==> src/rtl/fp4_cmul_pipe_if.sv <==
// Operand/result bundle for the E2M1 complex multiplier.
// With FP4_CMUL_SAT_FLAGS_EN defined, per-component saturation flags are added.
interface fp4_cmul_pipe_if;
    logic       in_valid;
    logic [3:0] a;
    logic [3:0] b;
    logic [3:0] c;
    logic [3:0] d;
    logic       out_valid;
    logic [3:0] out_real;
    logic [3:0] out_imag;
`ifdef FP4_CMUL_SAT_FLAGS_EN
    logic       sat_real;
    logic       sat_imag;

    modport master (output in_valid, a, b, c, d,
                    input  out_valid, out_real, out_imag, sat_real, sat_imag);
    modport slave  (input  in_valid, a, b, c, d,
                    output out_valid, out_real, out_imag, sat_real, sat_imag);
`else
    modport master (output in_valid, a, b, c, d,
                    input  out_valid, out_real, out_imag);
    modport slave  (input  in_valid, a, b, c, d,
                    output out_valid, out_real, out_imag);
`endif
endinterface

==> src/rtl/fp4_cmul_pipe.sv <==
// Registered E2M1 complex multiplier: (a+jb)(c+jd), one cycle latency.
// Exact quarter-unit arithmetic, single round-to-nearest-even at the end,
// saturation to +/-6.0. Optional macro FP4_CMUL_SAT_FLAGS_EN adds
// registered clipping flags sat_real / sat_imag.
module fp4_cmul_pipe (
    input  logic           clk,
    input  logic           rst,
    fp4_cmul_pipe_if.slave bus
);

    // E2M1 code -> signed value in half units (-0 decodes to 0)
    function automatic logic signed [9:0] dec(input logic [3:0] x);
        logic signed [9:0] m;
        case (x[2:0])
            3'd0:    m = 10'sd0;
            3'd1:    m = 10'sd1;
            3'd2:    m = 10'sd2;
            3'd3:    m = 10'sd3;
            3'd4:    m = 10'sd4;
            3'd5:    m = 10'sd6;
            3'd6:    m = 10'sd8;
            default: m = 10'sd12;
        endcase
        return x[3] ? -m : m;
    endfunction

    // Magnitude of a quarter-unit sum
    function automatic logic [9:0] mag(input logic signed [9:0] s);
        logic [9:0] q;
        q = s[9] ? 10'(-s) : 10'(s);
        return q;
    endfunction

    // Quarter-unit sum -> E2M1; thresholds encode the tie-to-even points
    // (0.25->0, 0.75->1.0, 1.25->1.0, 1.75->2.0, 2.5->2.0, 3.5->4.0, 5.0->4.0)
    function automatic logic [3:0] enc(input logic signed [9:0] s);
        logic [9:0] q;
        logic [2:0] e;
        q = mag(s);
        if      (q <= 10'd1)  e = 3'd0;
        else if (q == 10'd2)  e = 3'd1;
        else if (q <= 10'd5)  e = 3'd2;
        else if (q == 10'd6)  e = 3'd3;
        else if (q <= 10'd10) e = 3'd4;
        else if (q <= 10'd13) e = 3'd5;
        else if (q <= 10'd20) e = 3'd6;
        else                  e = 3'd7;
        // zero never carries a sign
        return {s[9] && (e != 3'd0), e};
    endfunction

    logic signed [9:0] a_h, b_h, c_h, d_h;
    logic signed [9:0] sum_re, sum_im;

    logic       out_valid_d, out_valid_q;
    logic [3:0] out_real_d,  out_real_q;
    logic [3:0] out_imag_d,  out_imag_q;
`ifdef FP4_CMUL_SAT_FLAGS_EN
    logic       sat_real_d,  sat_real_q;
    logic       sat_imag_d,  sat_imag_q;
`endif

    // Exact products (|p| <= 144 quarter units) and sums (|s| <= 288)
    always_comb begin
        a_h    = dec(bus.a);
        b_h    = dec(bus.b);
        c_h    = dec(bus.c);
        d_h    = dec(bus.d);
        sum_re = (a_h * c_h) - (b_h * d_h);
        sum_im = (a_h * d_h) + (b_h * c_h);
    end

    // Load on in_valid, otherwise hold data and drop valid
    always_comb begin
        out_valid_d = bus.in_valid;
        out_real_d  = out_real_q;
        out_imag_d  = out_imag_q;
`ifdef FP4_CMUL_SAT_FLAGS_EN
        sat_real_d  = sat_real_q;
        sat_imag_d  = sat_imag_q;
`endif
        if (bus.in_valid) begin
            out_real_d = enc(sum_re);
            out_imag_d = enc(sum_im);
`ifdef FP4_CMUL_SAT_FLAGS_EN
            // clipping means strictly above 6.0 (24 quarter units)
            sat_real_d = mag(sum_re) > 10'd24;
            sat_imag_d = mag(sum_im) > 10'd24;
`endif
        end
    end

    // Result register, cleared asynchronously
    always_ff @(posedge clk or posedge rst) begin
        if (rst) begin
            out_valid_q <= 1'b0;
            out_real_q  <= 4'd0;
            out_imag_q  <= 4'd0;
`ifdef FP4_CMUL_SAT_FLAGS_EN
            sat_real_q  <= 1'b0;
            sat_imag_q  <= 1'b0;
`endif
        end else begin
            out_valid_q <= out_valid_d;
            out_real_q  <= out_real_d;
            out_imag_q  <= out_imag_d;
`ifdef FP4_CMUL_SAT_FLAGS_EN
            sat_real_q  <= sat_real_d;
            sat_imag_q  <= sat_imag_d;
`endif
        end
    end

    assign bus.out_valid = out_valid_q;
    assign bus.out_real  = out_real_q;
    assign bus.out_imag  = out_imag_q;
`ifdef FP4_CMUL_SAT_FLAGS_EN
    assign bus.sat_real  = sat_real_q;
    assign bus.sat_imag  = sat_imag_q;
`endif

endmodule

==> src/flat_wrapper.sv <==
// flat-port wrapper written by rule: the top's interface ports become plain ports
module fp4_cmul_pipe_flat 
  (clk, rst, bus_in_valid, bus_a, bus_b, bus_c, bus_d, bus_out_valid, bus_out_real, bus_out_imag);
  fp4_cmul_pipe_if bus_i ();
  input  logic clk;
  input  logic rst;
  input wire logic [$bits(bus_i.in_valid)-1:0] bus_in_valid;
  input wire logic [$bits(bus_i.a)-1:0] bus_a;
  input wire logic [$bits(bus_i.b)-1:0] bus_b;
  input wire logic [$bits(bus_i.c)-1:0] bus_c;
  input wire logic [$bits(bus_i.d)-1:0] bus_d;
  output wire logic [$bits(bus_i.out_valid)-1:0] bus_out_valid;
  output wire logic [$bits(bus_i.out_real)-1:0] bus_out_real;
  output wire logic [$bits(bus_i.out_imag)-1:0] bus_out_imag;
  assign bus_i.in_valid = bus_in_valid;
  assign bus_i.a = bus_a;
  assign bus_i.b = bus_b;
  assign bus_i.c = bus_c;
  assign bus_i.d = bus_d;
  assign bus_out_valid = bus_i.out_valid;
  assign bus_out_real = bus_i.out_real;
  assign bus_out_imag = bus_i.out_imag;
  fp4_cmul_pipe u_core (.clk(clk), .rst(rst), .bus(bus_i));
endmodule
==> config.mk <==
export PLATFORM = sky130hd
export DESIGN_NAME = fp4_cmul_pipe_flat
export DESIGN_NICKNAME = d
export VERILOG_FILES = /design/src/rtl/fp4_cmul_pipe_if.sv /design/src/rtl/fp4_cmul_pipe.sv /design/src/flat_wrapper.sv
export SDC_FILE = /design/constraint.sdc
export NUM_CORES = 1
export LEC_CHECK = 0
export ABC_AREA = 1
export BUFFER_PORTS_ARGS = -buffer_cell sky130_fd_sc_hd__buf_2
export CAP_MARGIN = 10
export CELL_PAD_IN_SITES_DETAIL_PLACEMENT = 1
export CELL_PAD_IN_SITES_GLOBAL_PLACEMENT = 1
export CORE_UTILIZATION = 41
export CTS_CLUSTER_SIZE = 24
export DETAILED_ROUTE_END_ITERATION = 12
export PLACE_DENSITY_LB_ADDON = 0.1
export SLEW_MARGIN = 0
export SYNTH_ARGS = -nofsm -noshare
export SYNTH_HDL_FRONTEND = slang
export SYNTH_SLANG_ARGS = --single-unit
==> constraint.sdc <==
create_clock -name clk -period 1.4 [get_ports clk]
set_input_delay 0.42 -clock clk [delete_from_list [all_inputs] [get_ports clk]]
set_output_delay 0.42 -clock clk [all_outputs]
set_load 0.01 [all_outputs]
* Word-level counts from Yosys, hierarchy flattened
Cells that the tools add are included.
** Cells by class
- Add/sub/neg operators :: 8
- Multipliers :: 4
- $lt $le $gt $ge :: 10
- Equality and inequality tests :: 28
- Mux-type cells :: 26
- Reductions and logical operators :: 8
** Operator list (count)
- 4-bit case mux with 7 select lines :: 4
- 10-bit 2-to-1 mux :: 6
- 3-bit 2-to-1 mux :: 14
- 10-bit by 4-bit less-or-equal comparator with 1-bit output (second input constant) :: 4
- 10-bit by 10-bit multiplier with 10-bit output :: 4
- 4-bit negator with 10-bit output :: 4
- 3-bit == test (second input constant) :: 12
- 3-bit by 2-bit == test with 1-bit output (second input constant) :: 8
- 10-bit by 2-bit == test with 1-bit output (second input constant) :: 2
- 10-bit by 3-bit == test with 1-bit output (second input constant) :: 2
- 10-bit by 1-bit less-or-equal comparator with 1-bit output (second input constant) :: 2
- 10-bit by 3-bit less-or-equal comparator with 1-bit output (second input constant) :: 2
- 10-bit by 5-bit less-or-equal comparator with 1-bit output (second input constant) :: 2
- 10-bit negator :: 2
- 3-bit by 1-bit == test with 1-bit output (second input constant) :: 4
- 3-bit zero test :: 4
- 10-bit adder :: 1
- 10-bit subtractor :: 1
- 3-bit nonzero test :: 2
- 1-bit logical AND :: 2
- 1-bit 2-to-1 mux :: 2
** Storage, ports and cells
- Register bits after elaboration :: 9
- Bits of input ports :: 19
- Output and inout port bits :: 9
- Logic and storage cells :: 87

* Longest topological paths before layout
Gate-level depths: netlist of run 1.
- Depth after elaboration :: 19
- Gate-level depth with buffers :: 54
- Mapped depth without buffers :: 54

* Least setup slack after synthesis of run 1
No wires, ideal clock.
- Kind :: input -> register
- From :: in bus_a[0]
- To :: reg u_core.out_real_q[1] (netlist: u_core.bus.out_real[1])
- Setup time :: 0.116 ns
- Data arrival time :: 7.677 ns
- Data required time :: 1.284 ns
- Setup slack :: -6.394 ns
- Stages on the path :: 46
- Buffers on the path :: 3
- Path through :: inv_1 -> nor2_1 -> inv_1 -> clkbuf_1 -> ha_1 -> nor2_1 -> nand3_1 -> nand2_1 -> buf_4 -> inv_1 -> nor2_1 -> inv_1 -> fa_1 -> fa_1 -> fa_1 -> fa_1 -> fa_1 -> inv_1 -> (+10 left out) -> inv_1 -> nand2_1 -> nand2_1 -> nand2_1 -> nand3b_1 -> nand2_2 -> nand3_2 -> buf_4 -> nand3_2 -> nand2_1 -> nor2_4 -> inv_1 -> nor2_2 -> nand2_1 -> nor2_1 -> nor2_1 -> nand2_1 -> nand2_1
** On the way
- Word-level cells in the longest chain between the ends :: 16
- Elaborated cells on any way between the ends :: 27
- Classes of those cells :: add/sub (3); mul (1); order compare (4); eq/ne (8); mux (10); reduce/logical (1)
** RTL lines
- start: declaration :: RTL line flat_wrapper.sv:8 : input wire logic [$bits(bus_i.a)-1:0] bus_a;
- 3-bit == test (tied with other cells) :: RTL line fp4_cmul_pipe.sv:14 : case (x[2:0])
- 4-bit case mux with 7 select lines (*) :: RTL line fp4_cmul_pipe.sv:14
- 4-bit negator with 10-bit output :: RTL line fp4_cmul_pipe.sv:24 : return x[3] ? -m : m;
- 10-bit 2-to-1 mux (*) :: RTL line fp4_cmul_pipe.sv:24
- 10-bit by 10-bit multiplier with 10-bit output (*) :: RTL line fp4_cmul_pipe.sv:69 : sum_re = (a_h * c_h) - (b_h * d_h);
- 10-bit subtractor (*) :: RTL line fp4_cmul_pipe.sv:69
- 10-bit negator :: RTL line fp4_cmul_pipe.sv:30 : q = s[9] ? 10'(-s) : 10'(s);
- 10-bit 2-to-1 mux (*) :: RTL line fp4_cmul_pipe.sv:30
- 10-bit by 4-bit less-or-equal comparator with 1-bit output :: RTL line fp4_cmul_pipe.sv:45 : else if (q <= 10'd13) e = 3'd5;
- 3-bit 2-to-1 mux :: RTL line fp4_cmul_pipe.sv:45
- 3-bit 2-to-1 mux :: RTL line fp4_cmul_pipe.sv:44 : else if (q <= 10'd10) e = 3'd4;
- 3-bit 2-to-1 mux :: RTL line fp4_cmul_pipe.sv:43 : else if (q == 10'd6) e = 3'd3;
- 3-bit 2-to-1 mux :: RTL line fp4_cmul_pipe.sv:42 : else if (q <= 10'd5) e = 3'd2;
- 3-bit 2-to-1 mux :: RTL line fp4_cmul_pipe.sv:41 : else if (q == 10'd2) e = 3'd1;
- 3-bit 2-to-1 mux (*) :: RTL line fp4_cmul_pipe.sv:40 : if (q <= 10'd1) e = 3'd0;
- 3-bit 2-to-1 mux (*) :: RTL line fp4_cmul_pipe.sv:82 : if (bus.in_valid) begin
- end signal: assignment :: RTL line fp4_cmul_pipe.sv:105 : out_real_q <= out_real_d;
- end: declaration :: RTL line fp4_cmul_pipe.sv:56 : logic [3:0] out_real_d, out_real_q;
Mark *: on every way between the ends. The rest lies on a longest branch, timed or not. The select of a mux whose other input is x is not followed.
A chain may end at the register's enable or synchronous reset.

* Worst setup path in the final report of run 1
- From :: in bus_a[0]
- To :: reg u_core.out_imag_q[0] (netlist: u_core.bus.out_imag[0])
** On the way
- Word-level cells in the longest chain between the ends :: 17
- Elaborated cells on any way between the ends :: 29
- Classes of those cells :: add/sub (3); mul (1); order compare (5); eq/ne (8); mux (11); reduce/logical (1)
** RTL lines
- 3-bit == test (tied with other cells) :: RTL line fp4_cmul_pipe.sv:14
- 4-bit case mux with 7 select lines (*) :: RTL line fp4_cmul_pipe.sv:14
- 4-bit negator with 10-bit output :: RTL line fp4_cmul_pipe.sv:24
- 10-bit 2-to-1 mux (*) :: RTL line fp4_cmul_pipe.sv:24
- 10-bit by 10-bit multiplier with 10-bit output (*) :: RTL line fp4_cmul_pipe.sv:70 : sum_im = (a_h * d_h) + (b_h * c_h);
- 10-bit adder (*) :: RTL line fp4_cmul_pipe.sv:70
- 10-bit negator :: RTL line fp4_cmul_pipe.sv:30
- 10-bit 2-to-1 mux (*) :: RTL line fp4_cmul_pipe.sv:30
- 10-bit by 5-bit less-or-equal comparator with 1-bit output :: RTL line fp4_cmul_pipe.sv:46 : else if (q <= 10'd20) e = 3'd6;
- 1-bit 2-to-1 mux :: RTL line fp4_cmul_pipe.sv:46
- 3-bit 2-to-1 mux :: RTL line fp4_cmul_pipe.sv:45
- 3-bit 2-to-1 mux :: RTL line fp4_cmul_pipe.sv:44
- 3-bit 2-to-1 mux :: RTL line fp4_cmul_pipe.sv:43
- 3-bit 2-to-1 mux :: RTL line fp4_cmul_pipe.sv:42
- 3-bit 2-to-1 mux :: RTL line fp4_cmul_pipe.sv:41
- 3-bit 2-to-1 mux (*) :: RTL line fp4_cmul_pipe.sv:40
- 3-bit 2-to-1 mux (*) :: RTL line fp4_cmul_pipe.sv:82
- end signal: assignment :: RTL line fp4_cmul_pipe.sv:106 : out_imag_q <= out_imag_d;
- end: declaration :: RTL line fp4_cmul_pipe.sv:57 : logic [3:0] out_imag_d, out_imag_q;
Marked as above.

==> results of run 1 <==
==> metrics by stage <==
stage	hold slack (ns)	area [sq um]	utilization (%)
after floorplan	0.2479	8753	-
after global placement	0.3922	10830	53.34
after detailed placement	0.3933	10830	53.34
after CTS	0.1528	11560	56.93
after global routing	0.1746	11890	58.59
final	0.1410	11890	58.59
==> how the worst min path moves through the flow <==
stage                     from  slack, ns                endpoint  depth (start not counted)
after floorplan            rst       0.25  u_core.bus.out_imag[0]                          1
after global placement     rst       0.39  u_core.bus.out_imag[1]                          2
after detailed placement   rst       0.39  u_core.bus.out_imag[1]                          2
after CTS                  rst       0.15  u_core.bus.out_imag[2]                          2
after global routing       rst       0.17  u_core.bus.out_real[1]                          2
final                      rst       0.14    u_core.bus.out_valid                          2
==> synthesized netlist by cell type, drive strengths merged <==
cell type	n	area, sq um
clkbuf	3	11.26
nand2	335	1333
nor2	115	461.7
or2	5	31.28
a21oi	14	92.59
a21o	1	7.510
o31ai	1	7.510
buf	8	63.80
clkinv	5	18.77
o21bai	4	37.53
nand3b	14	105.1
xnor2	15	131.4
and3	1	6.260
nand4	17	106.4
inv	327	1230
nand3	85	452.9
ha	121	1514
o2111ai	1	8.760
a31o	1	8.760
o21ai	16	102.6
dfrtp	9	225.2
nor3	6	30.03
xor2	21	183.9
fa	116	2322
o211ai	2	15.01
==> worst max-delay path: cells and delay by family <==
kind	cells	cell delay, ns
buf+inv	16	1.20
simple gates	25	2.33
fa+ha+maj	9	3.79
==> cell families (layout without fill, tap and decap cells) <==
group / count (synthesis) / in the layout
AND/OR/NAND/NOR: 578 / 581
buffers and inverters: 343 / 623
adder cells (fa/ha/maj): 237 / 237
AO/OA/AOI/OAI: 40 / 40
XOR/XNOR: 36 / 36
flip-flops: 9 / 9
==> timing repair <==
action	CTS	global route
setup endpoints to repair	8	8
cloned	3	0
setup buffers	27	11
gates resized for setup	118	66
pin swaps	96	83
==> area by class of cell <==
type / instances / area share, %
Sequential cell: 9 / 1.894
Clock buffer: 4 / 0.6627
Tap cell: 270 / 2.840
Timing Repair Buffer: 287 / 18.86
Inverter: 332 / 10.74
Multi-Input combinational cell: 894 / 65.00
==> layer usage <==
layer	vias up	share of wire, %
met1	4372	41
met4	0	4.5
met3	80	2.8
met2	171	52
met5	-	0
li1	4285	-
==> sequential cells by signal, indices dropped and copies added, names as in the netlist <==
signal,cells
u_core.bus.out_valid,1
u_core.bus.out_real,4
u_core.bus.out_imag,4
==> metrics.md, run 1 <==
| Metric | Value |
|---|---|
| Status | `finished with violations` |
| Failing checks | `setup timing` |
| Worst path slowest cell | `fa_1` |
| TritonCTS Buffers | `3` |
| RSZ-0062 raised after global routing | `true` |
| GRT Util Overall | `between 20% and 30%` |
| Clock sink total | `9` |
| Gr busiest metal | `met2` |
| Largest family of logic cells by synthesized area | `adder cells` |
| Synthesis warning total | `0` |
| Clock root buffer | `clkbuf_16` |
| Register Area | `225.2 sq um` |
| Vias in the first global route | `9,812` |
| Initial antenna violation count | `0` |
| First-pass GRT wire length | `about 48 mm` |
| Met2 Usage GRT | `54.59%` |
| Clock transition at the registers of the reported paths | `0.04 ns` |
| Crit path top cell by count | `inv_2` |
| Cell depth of the worst flop-to-flop path | `3` |
| Number of DRC markers in iteration 0 | `269` |
| Share of layout cells above drive strength 1 | `34.14%` |
| Slew Limit Fails | `0` |
| Relative slew slack | `between 70 and 80%` |
| Syn_area_per_cell | `approximately 6.8 sq um` |
| Final worst-path setup slack | `-6.178 ns` |
| Most frequent cells in the layout | `inv_1, nand2_1, buf_4` |
| HP Class | `input port to async pin` |
| Routability cong. | `0.8655` |
| CP Capture Type | `register` |
| Post-synthesis simple-gate area fraction | `between 20% and 30%` |
| I/O pin count | `28` |
| Seq/Total Area, Yosys | `~2.6%` |
| Max_cap viols | `0` |
| Most common cell after layout, fill and taps aside | `inv_1` |
| Arrival @ worst endpoint | `~7.8 ns` |
| DP Wirelength | `roughly 25 mm` |
| Max frequency | `between 0.1 and 0.15 GHz` |
| Mapped Cells | `between 1k and 1.5k` |
| CTS max path bufs | `2` |
| Fin crit share | `541.3%` |
| Total wire length | `30.74 mm` |
| Antenna-violating nets left | `0` |
| Clock Latency Late Sink | `approximately 0.23 ns` |
| Synthesized cell area | `0.008507 sq mm` |
| DRC Markers | `0` |
| TritonCTS clock tree | `yes` |
| H-tree depth | `1` |
| Port Buffer Count | `27` |
| Final net count | `~1.8k` |
| Largest net degree at the start of global routing | `15` |
| Setup CP Type | `input port to register` |
| Area grow syn2layout | `39.81%` |
| Syn nets | `1,499` |
| Complex-gate fraction of the synthesized area | `under 10%` |
| End of the critical path | `u_core.bus.out_imag[0]` |
| Antenna cell count | `0` |
| Multi-input logic area | `0.007731 sq mm` |
| Unique masters post-synth | `39` |
| Core ar. | `around 0.020 sq mm` |
| Placed Cells | `between 1.5k and 2k` |
| CP max FO | `6` |
| WL per Instance | `between 15 and 20 um` |
| Crit path required time | `between 1.5 and 2 ns` |
| Chip height | `~150 um` |
| Synth Register Bits | `9` |
| Vias/cell | `between 4 and 5` |
| DRT Pass-1 Iters | `4` |
| R2r setup slk | `about 0.53 ns` |
| Rows | `52` |
| Xor and xnor area share after synthesis | `3.706%` |
| Post-route insts no fill | `approximately 1.8k` |
| Die area | `approximately 0.021 sq mm` |
| Setup Slack @ Placement | `-6.618 ns` |
| Reg-to-Reg Start | `u_core.bus.out_real[0]` |
| Least-Margin Pin Slew | `0.3962 ns` |
| Mux share of post-synthesis cell area | `0%` |
| GRT Residual Overflow | `0` |
| Crit path launch | `bus_a[0]` |
| Period minus WS final | `about 7.6 ns` |
| Hold Buf Count CTS | `0` |
| Sum of negative setup slack | `-48.65 ns` |
| Chip width | `around 150 um` |
| Endpoints failing hold | `0` |
| Fillers | `~2.7k` |
| Final setup viols | `8` |
| M3 GR Usage | `1.969%` |
| Clock Skew | `0 ns` |
| GRT met1 Usage | `about a third` |
| Adder-cell share of the synthesized area | `between 40% and 50%` |
| Initial Util | `a little over two fifths` |
| CP peak stage delay | `approximately 0.54 ns` |
| CP Launch Type | `input port` |
| Worst r2r dst | `u_core.bus.out_real[0]` |
| Via count | `about 8.9k` |
Power of run 1 is not shown: default switching activity piles up to over one toggle a cycle in this logic, so the estimate is an artifact.
==> run 2, diff against run 1 <==
==> constraint.sdc (replaced) <==
create_clock -name clk -period 6.7 [get_ports clk]
set_input_delay 2.01 -clock clk [delete_from_list [all_inputs] [get_ports clk]]
set_output_delay 2.01 -clock clk [all_outputs]
set_load 0.01 [all_outputs]
==> metrics.md, run 2 (synthesized netlist as in run 1, its figures left out) <==
| Metric | Value |
|---|---|
| Antenna-violating nets left | `0 (unchanged)` |
| Hold Buf Count CTS | `0 (unchanged)` |
| Clock Skew | `0 ns (unchanged)` |
| Fillers | `2,612 (was 2,658)` |
| Reg-to-Reg Start | `u_core.bus.out_real[0] (unchanged)` |
| Worst path slowest cell | `fa_1 (unchanged)` |
| CP Launch Type | `input port (unchanged)` |
| Endpoints failing hold | `0 (unchanged)` |
| Setup Slack @ Placement | `-2.908 ns (was -6.618 ns)` |
| Crit path required time | `6.83 ns (was 1.57 ns)` |
| DP Wirelength | `24.41 mm (was 24.61 mm)` |
| End of the critical path | `u_core.bus.out_real[0] (was u_core.bus.out_imag[0])` |
| Crit path launch | `bus_a[0] (unchanged)` |
| Relative slew slack | `72.71% (was 73.52%)` |
| Antenna cell count | `0 (unchanged)` |
| Sum of negative setup slack | `-18.18 ns (was -48.65 ns)` |
| Die area | `0.02133 sq mm (unchanged)` |
| Chip width | `146.0 um (unchanged)` |
| Port Buffer Count | `27 (unchanged)` |
| RSZ-0062 raised after global routing | `true (unchanged)` |
| Period minus WS final | `approximately 9.1 ns` |
| DRC Markers | `0 (unchanged)` |
| Final worst-path setup slack | `-2.381 ns (was -6.178 ns)` |
| Register Area | `225.2 sq um (unchanged)` |
| GRT met1 Usage | `34.15% (was 33.93%)` |
| Total wire length | `29.61 mm (was 30.74 mm)` |
| Chip height | `146.0 um (unchanged)` |
| Routability cong. | `0.9250 (was 0.8655)` |
| DRT Pass-1 Iters | `4 (unchanged)` |
| Final net count | `1,783 (unchanged)` |
| Initial Util | `41.91% (unchanged)` |
| Met2 Usage GRT | `54.55% (was 54.59%)` |
| HP Class | `register to register (was input port to async pin)` |
| CP peak stage delay | `0.55 ns (was 0.54 ns)` |
| TritonCTS clock tree | `yes (unchanged)` |
| Via count | `8,806 (was 8,908)` |
| GRT Util Overall | `28.66% (was 28.80%)` |
| Failing checks | `setup timing (unchanged)` |
| Status | `finished with violations (unchanged)` |
| CP max FO | `6 (unchanged)` |
| Multi-input logic area | `0.007751 sq mm (was 0.007731 sq mm)` |
| CP Capture Type | `register (unchanged)` |
| First-pass GRT wire length | `48.73 mm (was 48.43 mm)` |
| Worst r2r dst | `u_core.bus.out_real[0] (unchanged)` |
| Clock sink total | `9 (unchanged)` |
| Most frequent cells in the layout | `inv_1, nand2_1, buf_4 (unchanged)` |
| Vias in the first global route | `9,873 (was 9,812)` |
| Rows | `52 (unchanged)` |
| H-tree depth | `1 (unchanged)` |
| CTS max path bufs | `2 (unchanged)` |
| I/O pin count | `28 (unchanged)` |
| DP Area | `0.01080 sq mm (was 0.01083 sq mm)` |
| WL per Instance | `16.48 um (was 17.11 um)` |
| GRT Residual Overflow | `0 (unchanged)` |
| Initial antenna violation count | `0 (unchanged)` |
| Max frequency | `about 0.11 GHz` |
| Crit path top cell by count | `nand2_2 (was inv_2)` |
| Largest net degree at the start of global routing | `15 (unchanged)` |
| Clock root buffer | `clkbuf_16 (unchanged)` |
| Max_cap viols | `0 (unchanged)` |
| TritonCTS Buffers | `3 (unchanged)` |
| Final setup viols | `8 (unchanged)` |
| Post-route cell area | `0.01195 sq mm (was 0.01189 sq mm)` |
| Slew Limit Fails | `0 (unchanged)` |
| Share of layout cells above drive strength 1 | `35.98% (was 34.14%)` |
| Clock Latency Late Sink | `0.24 ns (was 0.23 ns)` |
| Clock transition at the registers of the reported paths | `0.04 ns (about the same)` |
| Least-Margin Pin Slew | `0.4063 ns (was 0.3962 ns)` |
| Gr busiest metal | `met2 (unchanged)` |
| Arrival @ worst endpoint | `9.21 ns (was 7.75 ns)` |
| Area grow syn2layout | `40.52% (was 39.81%)` |
| M3 GR Usage | `2.344% (was 1.969%)` |
| Core ar. | `0.02030 sq mm (unchanged)` |
| Cell depth of the worst flop-to-flop path | `3 (unchanged)` |
| R2r setup slk | `5.84 ns (was 0.53 ns)` |
| Fin crit share | `135.5%` |
| Setup CP Type | `input port to register (unchanged)` |
| Most common cell after layout, fill and taps aside | `inv_1 (unchanged)` |
| Number of DRC markers in iteration 0 | `220 (was 269)` |
| Vias/cell | `4.903 (was 4.960)` |
-- run 2: cell types whose count changed in the layout (fill, tap and decap cells not counted), moves of 3 or more --
cell,previous run,this run
nand3_1,66,62
buf_4,242,239
nand2_2,45,69
nand3_4,6,2
nor2_4,14,17
nand3_2,14,22
buf_6,17,22
inv_1,268,265
nand2_1,264,241
inv_4,5,8
-- run 2: metal layers --
layer / wire length [um] / share of wire (%) / up-vias
met4: 909 / 3.1 / 0
li1: - / - / 4282
met5: 0 / 0 / -
met1: 12170 / 41 / 4324
met2: 15610 / 53 / 150
met3: 910 / 3.1 / 50
-- run 2: area by class of cell --
cell class	instances	area share [%]
multi-input combinational	893	64.84
timing repair buffer	288	19.09
tap	270	2.826
clock buffer	4	0.6594
sequential	9	1.884
inverter	332	10.70
-- run 2: worst min-delay path by stage --
stage / from / to / slack [ns] / cells after the start
after floorplan: u_core.bus.out_imag[0] / u_core.bus.out_imag[0] / 0.52 / 2
after CTS: u_core.bus.out_real[3] / u_core.bus.out_real[3] / 0.48 / 2
after global placement: u_core.bus.out_imag[2] / u_core.bus.out_imag[2] / 0.46 / 2
after detailed placement: u_core.bus.out_imag[1] / u_core.bus.out_imag[1] / 0.47 / 2
final: u_core.bus.out_real[3] / u_core.bus.out_real[3] / 0.47 / 2
after global routing: u_core.bus.out_real[1] / u_core.bus.out_real[1] / 0.52 / 2
-- run 2: stage by stage --
step                std cells  util, %  hold slack [ns]
floorplan                1243        -           0.5154
global placement         1746    53.22           0.4587
detailed placement       1746    53.22           0.4727
CTS                      1788    57.38           0.4831
global route             1796    58.89           0.5193
finish                   1796    58.89           0.4734
-- run 2: critical path: cells and delay by family --
| family | cells | cell delay (ns) |
|---|---|---|
| buffers and inverters | 10 | 0.62 |
| adder cells (fa/ha/maj) | 9 | 4.04 |
| AND/OR/NAND/NOR | 27 | 2.39 |
| AO/OA/AOI/OAI | 2 | 0.17 |
-- run 2: repair_timing --
action,4_1_cts,5_1_grt
resized for setup,139,80
pin swaps,131,113
setup endpoints to repair,8,8
setup buffers,36,9
hold endpoints to repair,0,0
cloned,2,0
Power of run 2 is left out for the same reason.
